$ cat src/rtl/master_bridge_if.sv
// Bundle of master-side request, APB bus and read-return signals for master_bridge.
// The master modport is the bridge's view; the slave modport is the surrounding system's view.
interface master_bridge_if;
  logic        transfer_Master;
  logic        penable_master;
  logic        pwrite_Master;
  logic [1:0]  Psel;
  logic [31:0] write_paddr_Master;
  logic [31:0] read_paddr_Master;
  logic [31:0] write_data_Master;
  logic        pready_slave;
  logic [31:0] prdata;
  logic        pwrite;
  logic        penable;
  logic [31:0] pwdata;
  logic [31:0] paddr;
  logic        PSEL1;
  logic        PSEL2;
  logic [31:0] apb_read_data;

  modport master (
    input  transfer_Master, penable_master, pwrite_Master, Psel,
           write_paddr_Master, read_paddr_Master, write_data_Master,
           pready_slave, prdata,
    output pwrite, penable, pwdata, paddr, PSEL1, PSEL2, apb_read_data
  );

  modport slave (
    output transfer_Master, penable_master, pwrite_Master, Psel,
           write_paddr_Master, read_paddr_Master, write_data_Master,
           pready_slave, prdata,
    input  pwrite, penable, pwdata, paddr, PSEL1, PSEL2, apb_read_data
  );
endinterface

$ cat src/rtl/master_bridge.sv
// APB master bridge: IDLE/SETUP/ACCESS sequencer toward two slaves with registered outputs.
// Handshake: a request is taken when transfer_Master & penable_master & valid Psel; the slave ends ACCESS with pready_slave.
module master_bridge (
  input  logic          pclk,
  input  logic          Reset,
  master_bridge_if.master bus,
  output logic [1:0]    state_dbg
);

  typedef enum logic [1:0] {
    IDLE   = 2'd0,
    SETUP  = 2'd1,
    ACCESS = 2'd2
  } state_t;

  state_t      state_q, state_d;
  logic        pwrite_q, pwrite_d;
  logic        penable_q, penable_d;
  logic [31:0] paddr_q, paddr_d;
  logic [31:0] pwdata_q, pwdata_d;
  logic [1:0]  sel_q, sel_d;
  logic        psel1_q, psel1_d;
  logic        psel2_q, psel2_d;
  logic [31:0] rdata_q, rdata_d;
  logic        start;
  logic        capture;

  assign start = bus.transfer_Master && bus.penable_master &&
                 ((bus.Psel == 2'b01) || (bus.Psel == 2'b10));

  always_comb begin
    state_d  = state_q;
    pwrite_d = pwrite_q;
    paddr_d  = paddr_q;
    pwdata_d = pwdata_q;
    sel_d    = sel_q;
    rdata_d  = rdata_q;
    capture  = 1'b0;

    case (state_q)
      IDLE: begin
        if (start) begin
          state_d = SETUP;
          capture = 1'b1;
        end
      end
      SETUP: state_d = ACCESS;
      ACCESS: begin
        if (bus.pready_slave) begin
          if (!pwrite_q) rdata_d = bus.prdata;
          if (start) begin
            state_d = SETUP;
            capture = 1'b1;
          end else begin
            state_d = IDLE;
          end
        end
      end
      default: state_d = IDLE;
    endcase

    if (capture) begin
      pwrite_d = bus.pwrite_Master;
      paddr_d  = bus.pwrite_Master ? bus.write_paddr_Master : bus.read_paddr_Master;
      if (bus.pwrite_Master) pwdata_d = bus.write_data_Master;
      sel_d    = bus.Psel;
    end

    // Bus controls are decoded from the next state so every output leaves a flop.
    penable_d = (state_d == ACCESS);
    psel1_d   = (state_d != IDLE) && (sel_d == 2'b01);
    psel2_d   = (state_d != IDLE) && (sel_d == 2'b10);
  end

  always_ff @(posedge pclk or negedge Reset) begin
    if (!Reset) begin
      state_q   <= IDLE;
      pwrite_q  <= 1'b0;
      penable_q <= 1'b0;
      paddr_q   <= 32'h0;
      pwdata_q  <= 32'h0;
      sel_q     <= 2'b00;
      psel1_q   <= 1'b0;
      psel2_q   <= 1'b0;
      rdata_q   <= 32'h0;
    end else begin
      state_q   <= state_d;
      pwrite_q  <= pwrite_d;
      penable_q <= penable_d;
      paddr_q   <= paddr_d;
      pwdata_q  <= pwdata_d;
      sel_q     <= sel_d;
      psel1_q   <= psel1_d;
      psel2_q   <= psel2_d;
      rdata_q   <= rdata_d;
    end
  end

  assign bus.pwrite        = pwrite_q;
  assign bus.penable       = penable_q;
  assign bus.paddr         = paddr_q;
  assign bus.pwdata        = pwdata_q;
  assign bus.PSEL1         = psel1_q;
  assign bus.PSEL2         = psel2_q;
  assign bus.apb_read_data = rdata_q;
  assign state_dbg         = state_q;

endmodule

$ cat src/flat_wrapper.sv
// flat-port wrapper written by rule: the top's interface ports become plain ports
module master_bridge_flat 
  (pclk, Reset, state_dbg, bus_transfer_Master, bus_penable_master, bus_pwrite_Master, bus_Psel, bus_write_paddr_Master, bus_read_paddr_Master, bus_write_data_Master, bus_pready_slave, bus_prdata, bus_pwrite, bus_penable, bus_pwdata, bus_paddr, bus_PSEL1, bus_PSEL2, bus_apb_read_data);
  master_bridge_if bus_i ();
  input  logic pclk;
  input  logic Reset;
  output logic [1:0] state_dbg;
  input wire logic [$bits(bus_i.transfer_Master)-1:0] bus_transfer_Master;
  input wire logic [$bits(bus_i.penable_master)-1:0] bus_penable_master;
  input wire logic [$bits(bus_i.pwrite_Master)-1:0] bus_pwrite_Master;
  input wire logic [$bits(bus_i.Psel)-1:0] bus_Psel;
  input wire logic [$bits(bus_i.write_paddr_Master)-1:0] bus_write_paddr_Master;
  input wire logic [$bits(bus_i.read_paddr_Master)-1:0] bus_read_paddr_Master;
  input wire logic [$bits(bus_i.write_data_Master)-1:0] bus_write_data_Master;
  input wire logic [$bits(bus_i.pready_slave)-1:0] bus_pready_slave;
  input wire logic [$bits(bus_i.prdata)-1:0] bus_prdata;
  output wire logic [$bits(bus_i.pwrite)-1:0] bus_pwrite;
  output wire logic [$bits(bus_i.penable)-1:0] bus_penable;
  output wire logic [$bits(bus_i.pwdata)-1:0] bus_pwdata;
  output wire logic [$bits(bus_i.paddr)-1:0] bus_paddr;
  output wire logic [$bits(bus_i.PSEL1)-1:0] bus_PSEL1;
  output wire logic [$bits(bus_i.PSEL2)-1:0] bus_PSEL2;
  output wire logic [$bits(bus_i.apb_read_data)-1:0] bus_apb_read_data;
  assign bus_i.transfer_Master = bus_transfer_Master;
  assign bus_i.penable_master = bus_penable_master;
  assign bus_i.pwrite_Master = bus_pwrite_Master;
  assign bus_i.Psel = bus_Psel;
  assign bus_i.write_paddr_Master = bus_write_paddr_Master;
  assign bus_i.read_paddr_Master = bus_read_paddr_Master;
  assign bus_i.write_data_Master = bus_write_data_Master;
  assign bus_i.pready_slave = bus_pready_slave;
  assign bus_i.prdata = bus_prdata;
  assign bus_pwrite = bus_i.pwrite;
  assign bus_penable = bus_i.penable;
  assign bus_pwdata = bus_i.pwdata;
  assign bus_paddr = bus_i.paddr;
  assign bus_PSEL1 = bus_i.PSEL1;
  assign bus_PSEL2 = bus_i.PSEL2;
  assign bus_apb_read_data = bus_i.apb_read_data;
  master_bridge u_core (.pclk(pclk), .Reset(Reset), .bus(bus_i), .state_dbg(state_dbg));
endmodule
$ cat config.mk
export PLATFORM = sky130hd
export DESIGN_NAME = master_bridge_flat
export DESIGN_NICKNAME = d
export VERILOG_FILES = /design/src/rtl/master_bridge_if.sv /design/src/rtl/master_bridge.sv /design/src/flat_wrapper.sv
export SDC_FILE = /design/constraint.sdc
export NUM_CORES = 1
export LEC_CHECK = 0
export ABC_AREA = 1
export CAP_MARGIN = 15
export CORE_AREA = 4 4 112 114
export CTS_CLUSTER_DIAMETER = 100
export DETAILED_ROUTE_END_ITERATION = 6
export DIE_AREA = 0 0 116 118
export PLACE_DENSITY = 0.79
export SLEW_MARGIN = 15
export SYNTH_ARGS = -nofsm -noshare
export SYNTH_HDL_FRONTEND = slang
export SYNTH_SLANG_ARGS = --single-unit
export TNS_END_PERCENT = 10
$ cat constraint.sdc
create_clock -name pclk -period 1.7 [get_ports pclk]
set_clock_uncertainty 0.15 [all_clocks]
set_input_delay 0.34 -clock pclk [delete_from_list [all_inputs] [get_ports pclk]]
set_output_delay 0.34 -clock pclk [all_outputs]
set_load 0.1 [all_outputs]
After elaboration in Yosys (flattened, before gate mapping)
Cells that the tools add are included.
{"block": "classes", "n_eq_ne": 7, "muxes": 9, "n_bitwise": 1, "reduce_logical": 9}
{"op": "32-bit two-way mux", "count": 1}
{"op": "2-bit equality test, second input constant", "count": 4}
{"op": "2-bit by 1-bit equality test with 1-bit output, second input constant", "count": 3}
{"op": "2-bit two-way mux", "count": 3}
{"op": "2-bit case mux with 3 select lines", "count": 1}
{"op": "1-bit logical AND", "count": 4}
{"op": "1-bit two-way mux", "count": 3}
{"op": "3-bit AND reduction", "count": 1}
{"op": "2-bit logical NOT", "count": 1}
{"op": "1-bit case mux with 2 select lines", "count": 1}
{"op": "2-bit AND reduction", "count": 1}
{"op": "2-bit nonzero test", "count": 1}
{"op": "1-bit logical OR", "count": 1}
{"op": "1-bit NOT", "count": 1}
{"block": "word_totals", "reg_bits": 104, "in_bits": 136, "output_inout_bits": 102, "wordCells": 35}

Longest topological paths before layout
Gate-level depths: netlist of run 1.
{"block": "logic_depth", "depth_word": 9, "ltp_mapped": 9, "depth_no_buf": 9}

Worst setup path before layout of run 1
OpenSTA, ideal clock, no wires.
{"block": "synth_path", "path_kind": "register to register", "start": "register u_core.pwrite_q (netlist: u_core.bus.pwrite)", "end": "register u_core.rdata_q[0] (netlist: u_core.bus.apb_read_data[0])", "setup_time_ns": 0.126, "t_arrival_ns": 1.795, "t_required_ns": 1.424, "setup_slack_ns": -0.370, "stages_incl_launch_ff": 5, "n_path_buf": 1, "period_less_slack_ns": 2.070, "path_cell_list": "dfrtp_1 > inv_1 > nand4_1 > buf_2 > mux2_2"}
{"block": "synth_between", "elab_chain_len": 2}
{"element": "start: declaration", "line_no": "master_bridge.sv:17", "source": "logic pwrite_q, pwrite_d;"}
{"element": "start signal: assignment", "line_no": "master_bridge.sv:88", "source": "pwrite_q <= pwrite_d;"}
{"element": "1-bit NOT (no source line)"}
{"element": "3-bit AND reduction (no source line)"}
{"element": "end signal: assignment", "line_no": "master_bridge.sv:95", "source": "rdata_q <= rdata_d;"}
{"element": "end: declaration", "line_no": "master_bridge.sv:24", "source": "logic [31:0] rdata_q, rdata_d;"}
No other way between the ends.
A chain may end at the register's enable or synchronous reset.

Worst setup path after layout of run 1
{"block": "layout_path", "start": "register u_core.state_q[0] (netlist: u_core.state_dbg[0])", "end": "output port state_dbg[0]"}
{"element": "start: declaration", "line_no": "master_bridge.sv:16", "source": "state_t state_q, state_d;"}
{"element": "start signal: assignment", "line_no": "master_bridge.sv:87", "source": "state_q <= state_d;"}
{"element": "end: declaration", "line_no": "flat_wrapper.sv:7", "source": "output logic [1:0] state_dbg;"}
No word-level cell between the ends.

==> metrics.txt, run 1 <==
Clock Path Buffers=2; RSZ-0062 raised after global routing=false; Num CTS Buffers=9; Final Setup Violations=0; syn nets=556; Die Height=118 um; IO buf count=237; CP startpoint kind=flop; synth warn=0; CTS sink cnt=104; R2R cell count=10; maximum VDD drop=1.84 mV; min Tclk post-route=1630 ps; Yosys reg bits=104; CP Capture Point=state_dbg[0]; Crit Path Max Fanout=3; GR Util met2=36.2%; slew of the pin with the lowest slew margin=408 ps; Worst R2R Start=u_core.state_dbg[0]; Clk pin slew, worst setup/hold paths=70 ps; Starting Density=38.9%; Root Buffer=clkbuf_16; fraction of registers with async set/reset=100%; first-pass GRT wire length=22.3 mm; outcome=finished, final reports clean; syn avg cell area=10.6 um2; CTS H-tree lvls=3; number of flops mapped to enable cells by yosys=0; PnR worst setup slack=68.2 ps; # DRC=0; total number of vias=3,929; Worst Setup End Kind=primary output; final hold vios=0; final wirelength=14.4 mm; gr ovfl total=0; global-route usage over all layers=20.9%; Site Rows=39; Layout area overhead=89.2%; Final Net Count=798; largest net degree at the start of global routing=37; gp weighted congestion=0.851; met1 usage=23.5%; core area=11,400 um2; number of global-route vias before repair=4,206; RR Endpoint=u_core.bus.PSEL2; WL/cell=17.8 um; Final ANT Viol Nets=0; CP startpoint=u_core.state_dbg[0]; register-to-register setup slack=110 ps; Inserted Diodes=0; utilization after layout=73.7%; Clock Latency Late Sink=340 ps; vias per cell=4.85; post-place setup slack=-238 ps; Pwr Density=1930 nW/um2; Initial DRC Count=157; main flop type after synthesis=dfrtp_1; post-synthesis sequential area ratio=58.5%; WP data required=1210 ps; die area=13,700 um2; Slew Viols, Final=0; Hold WC Path Type=primary input to flop; iteration count of the initial detailed-routing pass=4; layout cells sized above 1=32.7%; Filler cells=722; Worst Path Arrival=1140 ps; met3 Resource Use GR=6.84%; Distinct cells, synth=16; Max transition margin=72.8%; Synth Cell Area=4450 um2; max frequency=613 MHz; leak pwr=3.94 nW; die width=116 um; CTS tree=done; GR peak layer=met2; Max Cap Viol=0; initial antenna violation count=0; period utilisation layout=96.0%; Mapped Cells=420; CP Class=flop to primary output; DP HPWL=11.2 mm; final setup TNS=0 ps; IO Pins=238
[stage by stage]
| stage | area [um2] | power (mW) | hold slack [ps] | instances |
|---|---|---|---|---|
| global route | 8410 | 16.8 | 314 | 810 |
| detailed placement | 8070 | 14.3 | 151 | 791 |
| finish | 8410 | 16.3 | 307 | 810 |
| CTS | 8370 | 16.4 | 291 | 808 |
| floorplan | 4460 | 9.91 | -106 | 420 |
| global placement | 8070 | 14.1 | 128 | 791 |
[layout by cell type (no fill, tap or decap)]
cell             Yosys  layout
buf_12               0     109
buf_2               13       1
buf_4                0       9
clkbuf_16            0      10
clkbuf_8             0       3
clkdlybuf4s50_1      0     133
clkinv_2             0       2
clkinvlp_4           0       1
dfrtp_1            104     101
dfrtp_2              0       1
dfrtp_4              0       2
dlygate4sd3_1        0       1
inv_1                9       9
inv_2                2       1
inv_4                0       1
inv_6                0       1
mux2_2              64      64
nand2_1            172     172
nand2_2              2       1
nand2_4              0       1
nand3_1             24      24
nand3_2             10      10
nand4_1              1       1
nand4_4              1       1
nor2_1               6       6
o21ai_0              2       2
[report_power, final]
part           internal, mW  switching (mW)
clock network          1.11           0.905
logic                  3.63            6.52
registers              3.23           0.863
[cell type report]
type                    count  area, um2  area share (%)
well taps                 143        179            2.13
flip-flops and latches    104       2610            31.0
clock inverters             4       26.3           0.312
clock buffers              12        267            3.17
repair buffers            254       3620            43.0
multi-input cells         282       1660            19.8
inverters                  11       43.8           0.521
[logic make-up after synthesis]
group / Yosys count / share of synthesized area (%)
compound gates: 2 / 0.225
buf+inv: 34 / 4.16
flops: 104 / 58.5
mux: 64 / 16.2
simple gates: 216 / 20.9
[worst min-delay path by stage]
stage / start / end / cells past startpoint
after detailed placement: Reset / u_core.bus.apb_read_data[2] / 1
after floorplan: Reset / u_core.bus.PSEL1 / 0
after global routing: bus_pwrite_Master / u_core.bus.pwdata[1] / 4
final: bus_pwrite_Master / u_core.bus.pwdata[10] / 4
after CTS: bus_pwrite_Master / u_core.bus.pwdata[10] / 4
after global placement: Reset / u_core.bus.apb_read_data[2] / 1
[repair_timing]
item                                    in CTS  in global routing
hold buffers                                 1                  0
buffers inserted                             0                  1
endpoints found under the hold margin       25                  0
resized for setup                            0                  2
endpoints found under the setup margin       0                 26
[worst max-delay path: stages (launching register included)]
cell	delay [ps]
dfrtp_4	490
buf_4	150
buf_12	150
[per-layer routing]
metal	up-vias	wire, um
met5	-	0
met4	0	352
met3	28	1380
met2	189	7580
met1	1881	5130
li1	1831	-
[synth_stat cells, types with 4 or more instances]
cell / n / area, um2
clkbuf_1: 5 / 18.8
nand3_2: 10 / 100
buf_2: 13 / 65.1
nand3_1: 24 / 120
inv_1: 9 / 33.8
nand2_1: 172 / 646
buf_6: 4 / 45.0
dfrtp_1: 104 / 2600
nor2_1: 6 / 22.5
mux2_2: 64 / 721
[flip-flops by register name, summed over array words and instances, names as in the netlist, 2 cells and up]
name / count
u_core.bus.apb_read_data: 32
u_core.bus.paddr: 32
u_core.bus.pwdata: 32
u_core.sel_q: 2
u_core.state_dbg: 2
Note: power is estimated with default switching activity, not from simulation.
==> run 2, diff against run 1 <==
PLACE_DENSITY = 0.77   (was 0.79)
==> metrics.txt, run 2 (synthesis gave the netlist of run 1 again) <==
outcome=finished, final reports clean; Starting Density=38.9% (unchanged); Final Net Count=797 (-0.13%); WL/cell=16.5 um (-7.2%); Int Pwr=8.01 mW (+0.32%); clock network power share=12.6% (+0.2 points); first-pass GRT wire length=21.4 mm (-3.9%); global-route usage over all layers=19.8% (-1.1 points); gp weighted congestion=0.779 (-8.5%); leak pwr=3.91 nW (-0.74%); Worst path max stage delay=500 ps (about the same); Slew Viols, Final=0 (unchanged); Max Cap Viol=0 (unchanged); Final ANT Viol Nets=0 (unchanged); RSZ-0062 raised after global routing=false; final hold vios=0 (unchanged); Top cell by count, worst path=nand2_1; Layout area overhead=88.3%; Hold Slack=307 ps (+0.0800 ps); initial antenna violation count=0 (unchanged); Num CTS Buffers=9 (unchanged); Comb pwr share=62.3% (about the same); IO Pins=238 (unchanged); WP data required=1780 ps (+570 ps); Clock Path Buffers=2 (unchanged); Site Rows=39 (unchanged); CTS sink cnt=104 (unchanged); Max transition margin=76.1% (+3.3 points); R2R cell count=9 (-1); Filler cells=771 (+6.8%); CTS H-tree lvls=3 (unchanged); largest net degree at the start of global routing=45 (+22%); worst-path cell chain=inv_2 > nand2_1 > nand2_2 > nand4_4 > inv_4 > nand2_2 > buf_12 > nand2_1 > nand2_1; Clock Latency Late Sink=330 ps (about the same); Worst Path Arrival=1660 ps (+520 ps); slew of the pin with the lowest slew margin=358 ps (-49.8 ps); CP startpoint kind=flop; iteration count of the initial detailed-routing pass=4 (unchanged); register-to-register setup slack=120 ps (about the same); # DRC=0 (unchanged); Worst Setup End Kind=flop; gr ovfl total=0 (unchanged); Initial DRC Count=183 (+17%); final instance area=8370 um2 (-0.45%); layout cells sized above 1=32.6% (-0.10 points); period utilisation layout=93.1% (-2.9 points); Die Height=118 um (unchanged); commonest non-fill, non-tap cell in the layout=nand2_1; PnR worst setup slack=118 ps (+49.8 ps); max frequency=632 MHz (+3.2%); Root Buffer=clkbuf_16; Hold WC Path Type=primary input to asynchronous set/reset pin; number of global-route vias before repair=4,260 (+1.3%); CP Class=flop to flop; Seq pwr share=25.1% (about the same); Final Setup Violations=0 (unchanged); DP HPWL=10.7 mm (-4.5%); CTS tree=done; IO buf count=237 (unchanged); Pwr Density=1940 nW/um2 (+0.18%); total number of vias=3,863 (-1.7%); final wirelength=13.4 mm (-7.4%); post-place setup slack=-269 ps (-31.2 ps); CP max-delay cell=dfrtp_4; Crit Path Max Fanout=28 (+25); Switching Fraction=50.7% (-0.29 points); core area=11,400 um2 (unchanged); maximum VDD drop=1.96 mV (+6.4%); Inserted Diodes=0 (unchanged); placed cell areas=8060 um2 (about the same); vias per cell=4.78 (-1.6%); Clk pin slew, worst setup/hold paths=70 ps (about the same); commonest cells after routing, fill and taps aside=172 x nand2_1, 133 x clkdlybuf4s50_1, 108 x buf_12, 101 x dfrtp_1, 64 x mux2_2; Final Power=16.2 mW (-0.27%); die area=13,700 um2 (unchanged); Net Sw Power=8.22 mW (-0.83%); min Tclk post-route=1580 ps (-49.8 ps); die width=116 um (unchanged)
run 2: power groups by stage:
stage,Sequential [mW],Clock [mW],Combinational (mW)
2_1_floorplan,9.10,0,0.812
5_1_grt,4.16,2.19,10.4
4_1_cts,4.08,2.10,10.2
3_5_place_dp,4.12,0,10.2
3_3_place_gp,4.06,0,10.1
6_report,4.07,2.04,10.1
run 2: final cells by class:
class                   instances  area, um2  share of cell area [%]
clock buffers                   9        225                    2.69
clock inverters                 7       72.6                   0.867
inverters                      11       43.8                   0.523
multi-input cells             282       1660                    19.8
flip-flops and latches        104       2610                    31.2
well taps                     143        179                    2.14
repair buffers                253       3580                    42.8
run 2: worst max-delay path, delay by kind of cell, from the launching register on:
family,cells,cell delay [ps]
flops,1,500
simple gates,6,460
buf+inv,3,350
run 2: through the flow:
stage,util (%),setup TNS [ps],instances
4_1_cts,73.3,0,809
6_report,73.3,0,809
3_5_place_dp,70.6,-15880,792
2_1_floorplan,-,-704,420
5_1_grt,73.3,0,809
3_3_place_gp,70.6,-13130,792
run 2: repair_timing:
action,in CTS,in global routing
endpoints found under the hold margin,24,0
endpoints found under the setup margin,0,8
gates resized for setup,0,1
setup buffers,0,0
hold buffers,1,0
run 2: final timing paths:
kind,from,endpoint
max in group asynchronous,Reset,u_core.bus.paddr[21]
setup / recovery,u_core.state_dbg[0],u_core.bus.pwdata[25]
hold / removal,Reset,u_core.bus.apb_read_data[19]
min in group pclk,u_core.sel_q[0],u_core.sel_q[0]
setup reg to reg,u_core.state_dbg[0],u_core.bus.pwdata[25]
hold reg to reg,u_core.sel_q[0],u_core.sel_q[0]
run 2: routing by layer:
layer,part of all wire [%],global-route usage (%),vias up
met2,51,34.9,175
li1,-,-,1834
met1,37,22.4,1831
met4,2.0,6.53,0
met3,10,5.91,23
met5,0,0,-
